[src/rtl/sdram_wr_pkg.sv]
// sdram_wr_pkg: shared types and helpers for the SDRAM frame writer
package sdram_wr_pkg;
  typedef enum logic [1:0] {IDLE, WAIT_DATA, BURST, FINISH} state_t;
  localparam logic [127:0] BE_ALL_ONES = '1;
  function automatic logic [31:0] min_bc(input logic [31:0] rem, input logic [31:0] burst_len);
    return rem < burst_len ? rem : burst_len;
  endfunction
endpackage

[src/rtl/sdram_wr_fifo.sv]
// sdram_wr_fifo: synchronous show-ahead FIFO, head word always visible on dout
module sdram_wr_fifo #(
  parameter int DATA_W     = 64,
  parameter int FIFO_DEPTH = 64
) (
  input  logic                          clk,
  input  logic                          rst,
  input  logic                          push,
  input  logic                          pop,
  input  logic [DATA_W-1:0]             din,
  output logic [DATA_W-1:0]             dout,
  output logic                          full,
  output logic                          empty,
  output logic [$clog2(FIFO_DEPTH):0]   count
);
  localparam int AW = $clog2(FIFO_DEPTH);
  logic [DATA_W-1:0] mem_q [FIFO_DEPTH];
  logic [AW-1:0] wp_q, rp_q;
  logic [AW:0] count_q;
  logic do_push, do_pop;
  assign full    = count_q == (AW+1)'(FIFO_DEPTH);
  assign empty   = count_q == '0;
  assign do_push = push && !full;
  assign do_pop  = pop && !empty;
  assign dout    = mem_q[rp_q];
  assign count   = count_q;
  // pointers and occupancy; a simultaneous push and pop leaves the count unchanged
  always_ff @(posedge clk) begin
    if (rst) begin
      wp_q    <= '0;
      rp_q    <= '0;
      count_q <= '0;
    end else begin
      wp_q    <= wp_q + AW'(do_push);
      rp_q    <= rp_q + AW'(do_pop);
      count_q <= count_q + (AW+1)'(do_push) - (AW+1)'(do_pop);
    end
  end
  // storage needs no reset: only the pointers decide which words are valid
  always_ff @(posedge clk) if (do_push) mem_q[wp_q] <= din;
endmodule

[src/rtl/sdram_frame_writer.sv]
// sdram_frame_writer: Avalon-MM burst write master streaming one frame into DDR3
module sdram_frame_writer
  import sdram_wr_pkg::*;
#(
  parameter int DATA_W     = 64,
  parameter int ADDR_W     = 29,
  parameter int BURST_LEN  = 16,
  parameter int BURST_W    = 5,
  parameter int FIFO_DEPTH = 64,
  parameter int LEN_W      = 24
) (
  input  logic                  clk100,
  input  logic                  reset,
  input  logic [ADDR_W-1:0]     cfg_base_addr,
  input  logic [LEN_W-1:0]      cfg_frame_words,
  input  logic                  start,
  output logic                  busy,
  output logic                  done,
  input  logic [DATA_W-1:0]     in_data,
  input  logic                  in_valid,
  output logic                  in_ready,
  output logic [ADDR_W-1:0]     avm_address,
  output logic [BURST_W-1:0]    avm_burstcount,
  output logic [DATA_W-1:0]     avm_writedata,
  output logic [DATA_W/8-1:0]   avm_byteenable,
  output logic                  avm_write,
  input  logic                  avm_waitrequest
);
  localparam int CW = $clog2(FIFO_DEPTH) + 1;
  state_t state_q, state_d;
  logic [ADDR_W-1:0] addr_q, addr_d, avm_addr_q, avm_addr_d;
  logic [LEN_W-1:0] rem_wr_q, rem_wr_d, rem_in_q, rem_in_d;
  logic [BURST_W-1:0] bc_q, bc_d, beat_q, beat_d, bc_next;
  logic wr_q, wr_d;
  logic push, pop, full, last;
  logic [CW-1:0] count;
  assign busy           = state_q != IDLE;
  assign done           = state_q == FINISH;
  assign in_ready       = busy && !full && rem_in_q != '0;
  assign push           = in_valid && in_ready;
  assign pop            = wr_q && !avm_waitrequest;
  assign last           = pop && beat_q == bc_q - BURST_W'(1);
  assign bc_next        = BURST_W'(min_bc(32'(rem_wr_q), 32'(BURST_LEN)));
  assign avm_write      = wr_q;
  assign avm_address    = avm_addr_q;
  assign avm_burstcount = bc_q;
  assign avm_byteenable = BE_ALL_ONES[DATA_W/8-1:0];
  sdram_wr_fifo #(.DATA_W(DATA_W), .FIFO_DEPTH(FIFO_DEPTH)) u_fifo (
    .clk(clk100),
    .rst(reset),
    .push,
    .pop,
    .din(in_data),
    .dout(avm_writedata),
    .full,
    .empty(),
    .count
  );
  // frame sequencing: a burst is only launched once all its beats are buffered
  always_comb begin
    state_d    = state_q;
    addr_d     = addr_q;
    avm_addr_d = avm_addr_q;
    rem_wr_d   = rem_wr_q;
    rem_in_d   = push ? rem_in_q - LEN_W'(1) : rem_in_q;
    bc_d       = bc_q;
    beat_d     = beat_q;
    wr_d       = wr_q;
    case (state_q)
      IDLE: if (start) begin
        addr_d   = cfg_base_addr;
        rem_wr_d = cfg_frame_words;
        rem_in_d = cfg_frame_words;
        state_d  = cfg_frame_words == '0 ? FINISH : WAIT_DATA;
      end
      WAIT_DATA: if (32'(count) >= 32'(bc_next)) begin
        avm_addr_d = addr_q;
        bc_d       = bc_next;
        beat_d     = '0;
        wr_d       = 1'b1;
        state_d    = BURST;
      end
      BURST: if (pop) begin
        beat_d   = beat_q + BURST_W'(1);
        rem_wr_d = rem_wr_q - LEN_W'(1);
        if (last) begin
          wr_d    = 1'b0;
          addr_d  = addr_q + ADDR_W'(bc_q);
          state_d = rem_wr_q == LEN_W'(1) ? FINISH : WAIT_DATA;
        end
      end
      FINISH: state_d = IDLE;
      default: state_d = IDLE;
    endcase
  end
  // state and datapath registers
  always_ff @(posedge clk100) begin
    if (reset) begin
      state_q    <= IDLE;
      addr_q     <= '0;
      avm_addr_q <= '0;
      rem_wr_q   <= '0;
      rem_in_q   <= '0;
      bc_q       <= '0;
      beat_q     <= '0;
      wr_q       <= 1'b0;
    end else begin
      state_q    <= state_d;
      addr_q     <= addr_d;
      avm_addr_q <= avm_addr_d;
      rem_wr_q   <= rem_wr_d;
      rem_in_q   <= rem_in_d;
      bc_q       <= bc_d;
      beat_q     <= beat_d;
      wr_q       <= wr_d;
    end
  end
endmodule

[config.mk]
export PLATFORM = sky130hd
export DESIGN_NAME = sdram_frame_writer
export DESIGN_NICKNAME = d
export VERILOG_FILES = /design/src/rtl/sdram_wr_pkg.sv /design/src/rtl/sdram_wr_fifo.sv /design/src/rtl/sdram_frame_writer.sv
export SDC_FILE = /design/constraint.sdc
export NUM_CORES = 2
export LEC_CHECK = 0
export ABC_AREA = 1
export CAP_MARGIN = 30
export CORE_MARGIN = 2
export CORE_UTILIZATION = 55
export CTS_CLUSTER_SIZE = 16
export DETAILED_ROUTE_END_ITERATION = 12
export PLACE_DENSITY = 0.71
export REMOVE_ABC_BUFFERS = 1
export SYNTH_ARGS = -nofsm -noshare
export SYNTH_HDL_FRONTEND = slang
export SYNTH_SLANG_ARGS = --single-unit
[constraint.sdc]
create_clock -name clk100 -period 13 [get_ports clk100]
set_clock_uncertainty 0.2 [all_clocks]
set_input_delay 1.95 -clock clk100 [delete_from_list [all_inputs] [get_ports clk100]]
set_output_delay 1.95 -clock clk100 [all_outputs]
set_load 0.005 [all_outputs]
* Word level (Yosys, flattened, before mapping)
Memories as Yosys holds them, arrays and structs flattened. A register that Yosys moved wholly into a read port is not among the register bits. Index checks and enable logic that the tools add are counted.
Storage, ports and cells: register bits after elaboration 138, bits in writable memories 4096, input bits 122, output and inout bits 110, word-level logic and storage cells 84, memories 1
Memory list:
- u_fifo.mem_q | depth 64, width 64, read ports 1, clocked after memory_dff 1, wr ports 1, RTL line sdram_wr_fifo.sv:17 | logic [DATA_W-1:0] mem_q [FIFO_DEPTH];
Operators by class: add/sub/neg operators 9, $lt $le $gt $ge 2, equal/unequal tests 10, multiplexer cells 28, reductions and logical operators 23
Operator list (number):
- 24-bit 2-to-1 mux | 5
- 29-bit 2-to-1 mux | 3
- 29-bit one-hot mux with 2 select lines | 1
- 24-bit one-hot mux with 2 select lines | 1
- 24-bit by 1-bit subtractor with 24-bit output, second input constant | 2
- 29-bit by 5-bit adder with 29-bit output | 1
- 24-bit by 1-bit equality test with 1-bit output, second input constant | 1
- 24-bit logical NOT | 1
- 24-bit by 5-bit < comparator with 1-bit output, second input constant | 1
- 24-bit nonzero test | 1
- 5-bit 2-to-1 mux | 3
- 6-bit by 1-bit adder with 6-bit output | 2
- 2-bit 2-to-1 mux | 6
- 4-bit AND reduction | 3
- 5-bit one-hot mux with 2 select lines | 1
- 2-bit != test, second input constant | 4
- 2-bit one-hot mux with 4 select lines | 1
- 7-bit by 1-bit adder with 7-bit output | 1
- 7-bit equality test, second input constant | 1
- 7-bit by 5-bit greater-or-equal comparator with 1-bit output | 1
- 1-bit logical AND | 7
- 7-bit logical NOT | 1
- 7-bit by 1-bit subtractor with 7-bit output | 1
- 6-bit 2-to-1 mux | 1
- other kinds (12) | 22

* Depth between registers and ports, before layout
depth after elaboration 8, depth in mapped cells 21, gate-level depth less buffers 20

* Modules after synthesis
Synthesis repeated with hierarchy kept, for this count alone.
Unflattened totals: cells, all modules 16498, area, all modules 177078.6 sq um
Modules (own cells, without submodules):
- sdram_wr_fifo | instances 1, cells an instance 15200, area an instance 169178.5 sq um
- sdram_frame_writer | instances 1, cells an instance 1298, area an instance 7900.1 sq um

* Worst setup path before layout
Ideal clock, no wire load.
path type input port to flip-flop, start point input in_valid, end point memory u_fifo.mem_q[11][0], enable pin, arrival time 5.318 ns, required time 12.313 ns, path slack 6.995 ns, stages 5, buffers on the path 1, cell sequence inv_1 nor2_1 buf_2 nand4_1 nor2_1
On the way: longest elaborated chain between the ends 4
Ends and longest elaborated chain:
- from (decl) | RTL line sdram_frame_writer.sv:20 | input logic in_valid,
- 1-bit logical AND | RTL line sdram_frame_writer.sv:40 | assign push = in_valid && in_ready;
- 1-bit logical AND | RTL line sdram_wr_fifo.sv:23 | assign do_push = push && !full;
- 1-bit 2-to-1 mux | RTL line sdram_wr_fifo.sv:40 | always_ff @(posedge clk) if (do_push) mem_q[wp_q] <= din;
- 1-bit 2-to-1 mux (implied by the code) | RTL line sdram_wr_fifo.sv:40
- to (decl) | RTL line sdram_wr_fifo.sv:17
Every way passes these cells.

==> summary.md <==
| Metric | Value |
|---|---|
| TritonCTS clock tree | yes |
| Die Wd | 558 um |
| Buf/Inv on CP | 4 |
| I/O Pins | 232 |
| Crit-path leading delay family | buffers and inverters |
| PortBufs | 223 |
| Setup bufs post-CTS | 0 |
| Critical Path Start Type | register |
| Peak VDD IR | 0.154 mV |
| Fin crit period | 8.69 ns |
| Hold slack final | 0.286 ns |
| Via-per-instance ratio | 6.52 |
| Worst-Skew Late Latency | 0.95 ns |
| Setup tns final | 0 ns |
| Power per cell area | 160 nW/um2 |
| Gpl congestion | 0.840 |
| Core ar. | 306,000 um2 |
| Std cell rows | 203 |
| Period utilisation layout | 0.668 |
| Average routed wire per standard cell | 28.7 um |
| Synth top area cells | edfxtp_1, nor2_1, o21ai_0 |
| Placed cell areas | 175,000 um2 |
| Hold Fails Final Rpt | 0 |
| First-pass GRT wire length | 729,000 um |
| CP arrival | 6.54 ns |
| Clock Tree Buf Depth | 4 |
| Number of global-route vias before repair | 108,000 |
| Synth area leader | edfxtp_1 |
| Synthesis Warnings | 0 |
| GRT overflow | 0 |
| Hold buffer count at CTS | 0 |
| Nets | 13,500 |
| CTS sink cnt | 4,234 |
| Setup ws final | 4.31 ns |
| Total Routed Length | 512,000 um |
| Hold Path Cell Cnt | 2 |
| DP Wirelength | 249,000 um |
| Required @ worst endpoint | 10.85 ns |
| Worst-margin pin slew | 1.30 ns |
| Gr usage total | 0.321 |
| Initial Util | 0.552 |
| Setup crit end kind | primary output |
| Yosys reg bits | 4,234 |
| LEAKAGE | 0.0617 uW |
| Post-cts gate resize count | 0 |
| Status | finished clean |
| CTS root buffer | clkbuf_16 |
| Worst min-delay path endpoint | rem_wr_q[23]$_SDFFE_PP0P_ |
| Setup WS pre-CTS | 5.55 ns |
| Sequential share of the synthesized area | 0.746 |
| Syn Std Cell Area | 169,000 um2 |
| Syn_area_per_cell | 12.6 um2 |
| H-Tree Level Count | 5 |
| Slew headroom | 0.131 |
| Crit path max fanout | 235 |
| DRC viols | 0 |
| Final slew viol count | 0 |
| Die area | 311,000 um2 |
| Final setup viols | 0 |
| Num CTS Buffers | 416 |
| Starting DRT DRC Count | 20,000 |
| Hold path start | rem_wr_q[23]$_SDFFE_PP0P_ |
| Via count | 116,000 |
| Antenna-violating nets left | 0 |
| R2r worst-path depth | 14 |
| Crit-path cells | buf_12, buf_12, buf_4, o21ai_0, o211ai_1, nand3_1, nand3_1, nand3_1, nand2_1, clkdlybuf4s50_1 |
| RSZ-0062 raised after global routing | no |
| Area grow syn2layout | 11.9% |
| Fillers | 22,300 |
| Fraction of layout cells with a size suffix above 1 | 0.0737 |
| Critical path class | reg2out |
| Non-Filler Cell Area, Final | 189,000 um2 |
| Fmax | 0.115 GHz |
| Critical Path Most Common Cell | nand3_1 |
| Crit-path max cell delay | 1.01 ns |
| Initial antenna violation count | 21 |
| Library cells used by synthesis | 40 |
| Largest net degree at the start of global routing | 248 |
| Synth top area share | 0.729 |
| Chip height | 558 um |
| Max-Cap Viols | 0 |
| Reg-to-reg critical path endpoint | u_fifo.mem_q[38][45]$_DFFE_PP_ |
| Reg-to-reg slack, setup | 7.58 ns |
| Drt pass-1 iters | 8 |
| Mapped Cells | 13,400 |
| Crit Reg-Reg Startpoint | u_fifo.count[2]$_SDFF_PP0_ |
| CP max stage cell | dfxtp_4 |
| HP Class | reg2reg |
| Worst-path clk slew | 0.06 ns |
logic make-up after synthesis:
kind of cell | after synthesis | share of synthesized area
other | 1 | 0.0000222
DFF | 4234 | 0.746
xor gates and xnor gates | 36 | 0.00187
adders and majority gates | 33 | 0.00254
AOI/OAI and AO/OA | 3390 | 0.113
and+or+nand+nor | 4580 | 0.109
buffers and inverters | 1094 | 0.0279
routing by layer:
| layer | part of all wire | up-vias | wire length [um] | track usage |
|---|---|---|---|---|
| met4 | 0.051 | 10 | 26300 | 0.154 |
| met5 | 0.00012 | - | 61 | 0 |
| met1 | 0.36 | 57000 | 187000 | 0.442 |
| li1 | - | 49100 | - | - |
| met2 | 0.45 | 8619 | 231000 | 0.492 |
| met3 | 0.13 | 1450 | 68300 | 0.0658 |
cells in the final DEF, fill, tap and decap left out, types with 133 or more instances in the layout:
cell type        instances
buf_4                  194
nand2_1                999
o21ai_0               1921
o211ai_1               459
o21ai_1                169
o22ai_1                467
nor2_1                2657
nand3_1                751
clkbuf_16              420
dfxtp_1                133
a21oi_1                287
inv_1                  155
clkdlybuf4s50_1        169
edfxtp_1              4096
worst max path at each step:
| stage | from | end | slack (ns) | cells past startpoint |
|---|---|---|---|---|
| after floorplan | u_fifo.rp_q[0]$_SDFF_PP0_ | avm_writedata[12] | -150.99 | 11 |
| after global placement | u_fifo.rp_q[0]$_SDFF_PP0_ | avm_writedata[29] | 5.57 | 12 |
| after detailed placement | u_fifo.rp_q[0]$_SDFF_PP0_ | avm_writedata[47] | 5.55 | 10 |
| after CTS | u_fifo.rp_q[0]$_SDFF_PP0_ | avm_writedata[47] | 4.56 | 10 |
| after global routing | u_fifo.rp_q[0]$_SDFF_PP0_ | avm_writedata[47] | 4.12 | 10 |
| final | u_fifo.rp_q[0]$_SDFF_PP0_ | avm_writedata[47] | 4.31 | 10 |
synth_stat cells (all sizes together):
cell type and instances:
fa 2, edfxtp 4096, nand3 751, xor2 13, nor3 7, or2 24
o21bai 3, xnor2 23, a21o 1, dfxtp 138, o211ai 459, o221ai 68
a211oi 3, a31oi 7, a221oi 2, o31ai 1, conb 1, nor2 2726
o21ai 2090, inv 162, buf 365, o22ai 467, o21a 1, a21oi 288
clkbuf 563, nand2 999, and2 1, ha 31, nand3b 7, nand4 65
clkinv 4
metrics by stage:
step | std cells | utilization | power, uW
after detailed placement | 17000 | 0.572 | 18700
after floorplan | 12400 | - | 18100
after global routing | 17800 | 0.617 | 31200
after global placement | 17000 | 0.570 | 18500
after CTS | 17800 | 0.616 | 30200
final | 17800 | 0.617 | 30300
worst reg2reg max path: cells and delay by family (launching register included):
kind	cells	cell delay [ns]
buf+inv	5	2.01
fa+ha+maj	1	0.20
flops	1	0.39
simple gates	8	2.22
area by class of cell:
class                           instances  area [um2]  share of cell area
Tap cell                             4100        5130              0.0272
Clock inverter                        247        2420              0.0128
Sequential cell                      4234      126000               0.667
Antenna cell                           12        30.0            0.000159
Clock buffer                          516       10900              0.0577
Multi-Input combinational cell       8047       38700               0.205
Timing Repair Buffer                  494        5070              0.0269
Inverter                              166         673             0.00357
state kept, by name, indices dropped and copies added, names as in the netlist, 6 cells and up:
register / flops
u_fifo.mem_q: 4096
addr_q: 29
avm_address: 29
rem_in_q: 24
rem_wr_q: 24
u_fifo.count: 7
u_fifo.rp_q: 6
u_fifo.wp_q: 6
power by group:
group	switching, uW	total, uW	internal [uW]
combinational	2160	3160	1010
clock	5170	11800	6630
sequential	154	15300	15100
No activity file was read; power rests on OpenSTA's default activity.
